File: src/rtl/pipTypes.sv
// pipTypes: shared pipeline types for the multiply/divide scheduler
package pipTypes;
  typedef enum logic [3:0] {
    OP_NONE,
    OP_ALU,
    OP_MUL,
    OP_MADD,
    OP_DIV,
    OP_MFHI,
    OP_MFLO,
    OP_MTHI,
    OP_MTLO
  } muldiv_op_t;
  typedef enum logic [1:0] {
    ST_IDLE,
    ST_BUSY,
    ST_DONE
  } muldiv_sched_state_t;
  localparam int MUL_CYCLES_DEF = 5;
  localparam int DIV_CYCLES_DEF = 35;
  // Long ops occupy the shared multiplier/divider and end in a HI/LO write
  function automatic logic is_long(input muldiv_op_t op);
    return op inside {OP_MUL, OP_MADD, OP_DIV};
  endfunction
endpackage

File: src/rtl/rr_arb2.sv
// rr_arb2: two-requester round-robin arbiter with registered last-grant pointer
module rr_arb2 (
  input  logic       clock,
  input  logic       reset,
  input  logic [1:0] req,
  input  logic       adv,
  output logic [1:0] gnt
);
  logic last_q, last_d;
  assign gnt = (req == 2'b11) ? (last_q ? 2'b01 : 2'b10) : req;
  // pointer moves only when the caller actually accepts the grant
  always_comb begin
    last_d = (adv && |gnt) ? gnt[1] : last_q;
  end
  // last-grant register; slot 1 after reset so slot 0 wins first
  always_ff @(posedge clock or posedge reset) begin
    if (reset) last_q <= 1'b1;
    else       last_q <= last_d;
  end
endmodule

File: src/rtl/muldiv_sched.sv
// muldiv_sched: issues long mul/div ops to a shared unit and sequences the HI/LO commit
module muldiv_sched
  import pipTypes::*;
#(
  parameter int MUL_CYCLES = MUL_CYCLES_DEF,
  parameter int DIV_CYCLES = DIV_CYCLES_DEF,
  parameter int CNT_WIDTH  = 7
) (
  input  logic       clock,
  input  logic       reset,
  input  logic [1:0] req_valid,
  input  muldiv_op_t req_op [2],
  input  logic [1:0] req_u,
  output logic [1:0] req_ready,
  input  logic       flush,
  output logic       unit_start,
  output muldiv_op_t unit_op,
  output logic       unit_u,
  output logic       unit_sel,
  output logic       hilo_busy,
  output logic       hilo_wr,
  output logic       done_slot
);
  muldiv_sched_state_t state_q, state_d;
  logic [CNT_WIDTH-1:0] cnt_q, cnt_d;
  logic busy_q, busy_d, u_q, u_d, sel_q, sel_d;
  muldiv_op_t op_q, op_d;
  logic [1:0] lng, sht, arb_gnt, hs;
  logic mixed, ok, start;
  // classify requests; a mixed long/short pair always goes to slot 0
  always_comb begin
    lng   = {req_valid[1] & is_long(req_op[1]), req_valid[0] & is_long(req_op[0])};
    sht   = req_valid & ~lng;
    mixed = (lng[0] & sht[1]) | (sht[0] & lng[1]);
    ok    = (state_q == ST_IDLE) && !busy_q && !flush && !reset;
  end
  rr_arb2 u_arb (
    .clock(clock),
    .reset(reset),
    .req  (lng),
    .adv  (start),
    .gnt  (arb_gnt)
  );
  // accept only in IDLE; short ops need no arbitration among themselves
  always_comb begin
    req_ready = !ok ? 2'b00 : mixed ? 2'b01 : (sht | arb_gnt);
    hs        = req_valid & req_ready & lng;
    start     = |hs;
  end
  // next-state: flush wins, otherwise launch, count down, commit
  always_comb begin
    state_d = state_q;
    cnt_d   = cnt_q;
    busy_d  = busy_q;
    op_d    = op_q;
    u_d     = u_q;
    sel_d   = sel_q;
    if (flush) begin
      state_d = ST_IDLE;
      cnt_d   = '0;
      busy_d  = 1'b0;
    end else begin
      case (state_q)
        ST_IDLE: if (start) begin
          state_d = ST_BUSY;
          busy_d  = 1'b1;
          sel_d   = hs[1];
          op_d    = req_op[hs[1]];
          u_d     = req_u[hs[1]];
          cnt_d   = (req_op[hs[1]] == OP_DIV) ? CNT_WIDTH'(DIV_CYCLES) : CNT_WIDTH'(MUL_CYCLES);
        end
        ST_BUSY: begin
          cnt_d   = cnt_q - CNT_WIDTH'(1);
          state_d = (cnt_q == CNT_WIDTH'(2)) ? ST_DONE : ST_BUSY;
        end
        ST_DONE: begin
          state_d = ST_IDLE;
          busy_d  = 1'b0;
          cnt_d   = '0;
        end
        default: state_d = ST_IDLE;
      endcase
    end
  end
  // state and latched request registers
  always_ff @(posedge clock or posedge reset) begin
    if (reset) begin
      state_q <= ST_IDLE;
      cnt_q   <= '0;
      busy_q  <= 1'b0;
      op_q    <= OP_NONE;
      u_q     <= 1'b0;
      sel_q   <= 1'b0;
    end else begin
      state_q <= state_d;
      cnt_q   <= cnt_d;
      busy_q  <= busy_d;
      op_q    <= op_d;
      u_q     <= u_d;
      sel_q   <= sel_d;
    end
  end
  // outputs; the commit strobe is dropped if a flush lands in DONE
  always_comb begin
    unit_start = start;
    unit_op    = op_q;
    unit_u     = u_q;
    unit_sel   = sel_q;
    hilo_busy  = busy_q;
    hilo_wr    = (state_q == ST_DONE) && !flush;
    done_slot  = hilo_wr & sel_q;
  end
endmodule

File: config.mk
export PLATFORM = sky130hd
export DESIGN_NAME = muldiv_sched
export DESIGN_NICKNAME = d
export VERILOG_FILES = /design/src/rtl/pipTypes.sv /design/src/rtl/rr_arb2.sv /design/src/rtl/muldiv_sched.sv
export SDC_FILE = /design/constraint.sdc
export NUM_CORES = 1
export LEC_CHECK = 0
export CAP_MARGIN = 30
export CORE_ASPECT_RATIO = 1.75
export CORE_UTILIZATION = 25
export DETAILED_ROUTE_END_ITERATION = 8
export PLACE_DENSITY_LB_ADDON = 0.25
export RECOVER_POWER = 50
export SYNTH_ARGS = -nofsm -noshare
export SYNTH_HDL_FRONTEND = slang
export SYNTH_SLANG_ARGS = --single-unit
File: constraint.sdc
create_clock -name clock -period 2.9 [get_ports clock]
set_input_delay 0.725 -clock clock [delete_from_list [all_inputs] [get_ports clock]]
set_output_delay 0.725 -clock clock [all_outputs]
set_load 0.01 [all_outputs]
==> flow_metrics.tcl, run 1 <==
set metrics [dict create \
    die-area_mm2 0.00532 \
    area_growth_syn_to_layout_pct 42.2 \
    ff2ff_path_depth 9 \
    grt_pass1_wl_um 5800 \
    antenna_cells 0 \
    fin_crit_ns 2.83 \
    r2r_setup_slack_ns 0.63 \
    hp-class "flop to flop" \
    syn-cell-area_mm2 0.00125 \
    worstPathRequired_ns 2.17 \
    ctsHoldBuffers 0 \
    clkSlewWorstSetupHoldPaths_ns 0.07 \
    cp-end-kind "primary output" \
    pin_count 27 \
    nNetsFinal 199 \
    fin_skew_ns 0.00139 \
    overflow 0 \
    synth_cell_types 53 \
    wl_per_cell_um 15.6 \
    cts.sinks 17 \
    synth_area_leaders "dfrtp_1 32%, ha_1 5.0%, nor2_1 4.2%" \
    cts_root_buf "clkbuf_8" \
    route.vias.total 1174 \
    multi_input_area_um2 781 \
    vias_per_cell 5.10 \
    drc 0 \
    hold_viol 0 \
    die_w_um 55.6 \
    fin_cells 230 \
    clock_tree.buffer_depth 2 \
    cp-endpoint "req_ready[1]" \
    synth.most_common_cell "dfrtp_1" \
    finalWeightedCongestion 0.863 \
    synth_common_cells "16 x dfrtp_1, 14 x nor2_1, 10 x inv_1" \
    cap_violations 0 \
    syn-num-nets 149 \
    status "finished, final reports clean" \
    clock.fmax_ghz 0.354 \
    start_kind "primary input" \
    n_fill_cell 475 \
    worstPathArrival_ns 2.10 \
    ys_warn_count 0 \
    period_share_pct 97.5 \
    ant_nets 0 \
    final_area_mm2 0.00178 \
    port_buffers 26 \
    ys_ff_latch 17 \
    grt_pass1_vias 1257 \
    routed_wl_um 3580 \
    synth.top_cell.area_share_pct 31.9 \
    synthCells 129 \
    numCtsBuffers 3 \
    tightest_slew_ns 0.710 \
    worstReg2RegEnd "unit_op[2]" \
    dpl_cell_area_mm2 0.00171 \
    finalPower_w 0.000770 \
    p_per_area_mw_per_mm2 432 \
    peakVddDrop_v 0.000320 \
    yosysTopAreaCell "dfrtp_1" \
    seqCellArea_um2 427 \
    drv_slew 0 \
    placementRows 33 \
    hpwlAfterDp_um 2930 \
    crit_type "primary input to primary output" \
    syn_area_per_cell_um2 9.73 \
    post-place-cells 225 \
    ys.flop_type "dfrtp_1" \
    synth_edf_count 0 \
    clk_latency_ns 0.25 \
    antenna_found_initial 0 \
    core-area_mm2 0.00475 \
    initial_core_util_pct 26.4 \
    whs_ns 0.479 \
    r2r-start "state_q[0]" \
    grt_max_degree 18 \
    worstPathMaxFanout 4 \
    setup_viol 0 \
    die_height_um 95.7 \
    dr.first_iter.drc_count 35 \
    h-tree-depth 1 \
    async_flop_share_pct 100 \
    yosysSeqAreaShare_pct 34.0 \
    drive_gt1_share_pct 27.0 \
    leakagePower_nw 0.822 \
    gr-usage-all-layers_pct 14.2 \
    rsz0062_at_grt "no" \
    relSlewSlack_pct 52.6 \
    dr.pass1.iters 4 \
    worstSetupStartpoint "req_op[3]" \
    cts_tree "done" \
]
## cell type report
cell class | instances | share of cell area, %
Tap cell | 52 | 3.65
Clock buffer | 4 | 2.52
Multi-Input combinational cell | 97 | 43.8
Sequential cell | 17 | 23.9
Timing Repair Buffer | 50 | 24.1
Inverter | 10 | 2.10
## layout by cell type (no fill, tap or decap), types with 3 or more instances in the layout
master            n
buf_4            23
dlygate4sd3_1     6
o22ai_1           3
a21oi_1           5
nand2_1           7
clkbuf_8          3
clkdlybuf4s50_1   8
dlygate4sd2_1    12
o2bb2ai_1         3
inv_1            10
nand3b_1          3
nor3_1            3
o21ai_1           3
nor2_1           14
nand3_1           3
ha_1              5
dfrtp_1          16
mux2i_1           3
## state kept, by name (all words and copies together) (netlist names)
| register | count |
|---|---|
| unit_sel | 1 |
| state_q | 2 |
| u_arb.last_q | 1 |
| unit_op | 4 |
| unit_u | 1 |
| hilo_busy | 1 |
| cnt_q | 7 |
## stage by stage
| stage | setup slack [ns] | util (%) | TNS (ns) |
|---|---|---|---|
| 2_1_floorplan | 0.402 | - | 0 |
| 3_3_place_gp | -0.427 | 36.0 | -1.27 |
| 3_5_place_dp | -0.411 | 36.0 | -1.27 |
| 4_1_cts | 0.0674 | 37.6 | 0 |
| 5_1_grt | 0.0162 | 37.6 | 0 |
| 6_report | 0.0727 | 37.6 | 0 |
## repair_timing
action / 4_1_cts / 5_1_grt
buffers inserted: 1 / 0
resized for setup: 19 / 0
setup endpoints to repair: 5 / 0
hold endpoints to repair: 0 / 0
## metal layers
| metal | vias up | global-route usage, % | wire length (um) |
|---|---|---|---|
| met5 | - | 0 | 0 |
| met4 | 0 | 6.88 | 91 |
| met3 | 6 | 1.88 | 117 |
| met2 | 30 | 29.5 | 2080 |
| met1 | 570 | 13.3 | 1290 |
| li1 | 568 | - | - |
## power by group
group          internal, W  leakage, nW  switching [W]
Sequential        0.000281        0.225      0.0000304
Clock            0.0000973       0.0228      0.0000828
Combinational     0.000141        0.574       0.000137
## worst min path at each step
stage | from | end | depth (start not counted)
floorplan | cnt_q[3] | cnt_q[3] | 1
global placement | unit_u | unit_u | 2
detailed placement | unit_op[0] | unit_op[0] | 2
CTS | unit_op[0] | unit_op[0] | 2
global route | unit_op[0] | unit_op[0] | 2
finish | unit_op[0] | unit_op[0] | 2
## critical path, stage by stage
cell and delay [ns]:
dlygate4sd2_1 0.28, nor4b_4 0.28, buf_4 0.16, nor2_2 0.04
buf_4 0.15, a21oi_1 0.12, a21oi_1 0.07, dlygate4sd2_1 0.28
## kinds of logic (layout without fill, tap and decap cells)
kind of cell               count (synthesis)  after routing  share of synthesized area (%)
xor gates and xnor gates                   2              2                           1.40
AOI/OAI and AO/OA                         35             35                           24.8
buffers and inverters                     15             64                           6.28
and+or+nand+nor                           51             51                           25.2
adders and majority gates                  5              5                           4.99
muxes                                      4              4                           3.29
DFF                                       17             17                           34.0
Power figures use the tool's default switching activity.
==> inputs of run 2 (changes only) <==
GPL_TIMING_DRIVEN = 1   (was default)
==> results of run 2 <==
Same layout as run 1: the final DEF is identical, and so are final timing and power.
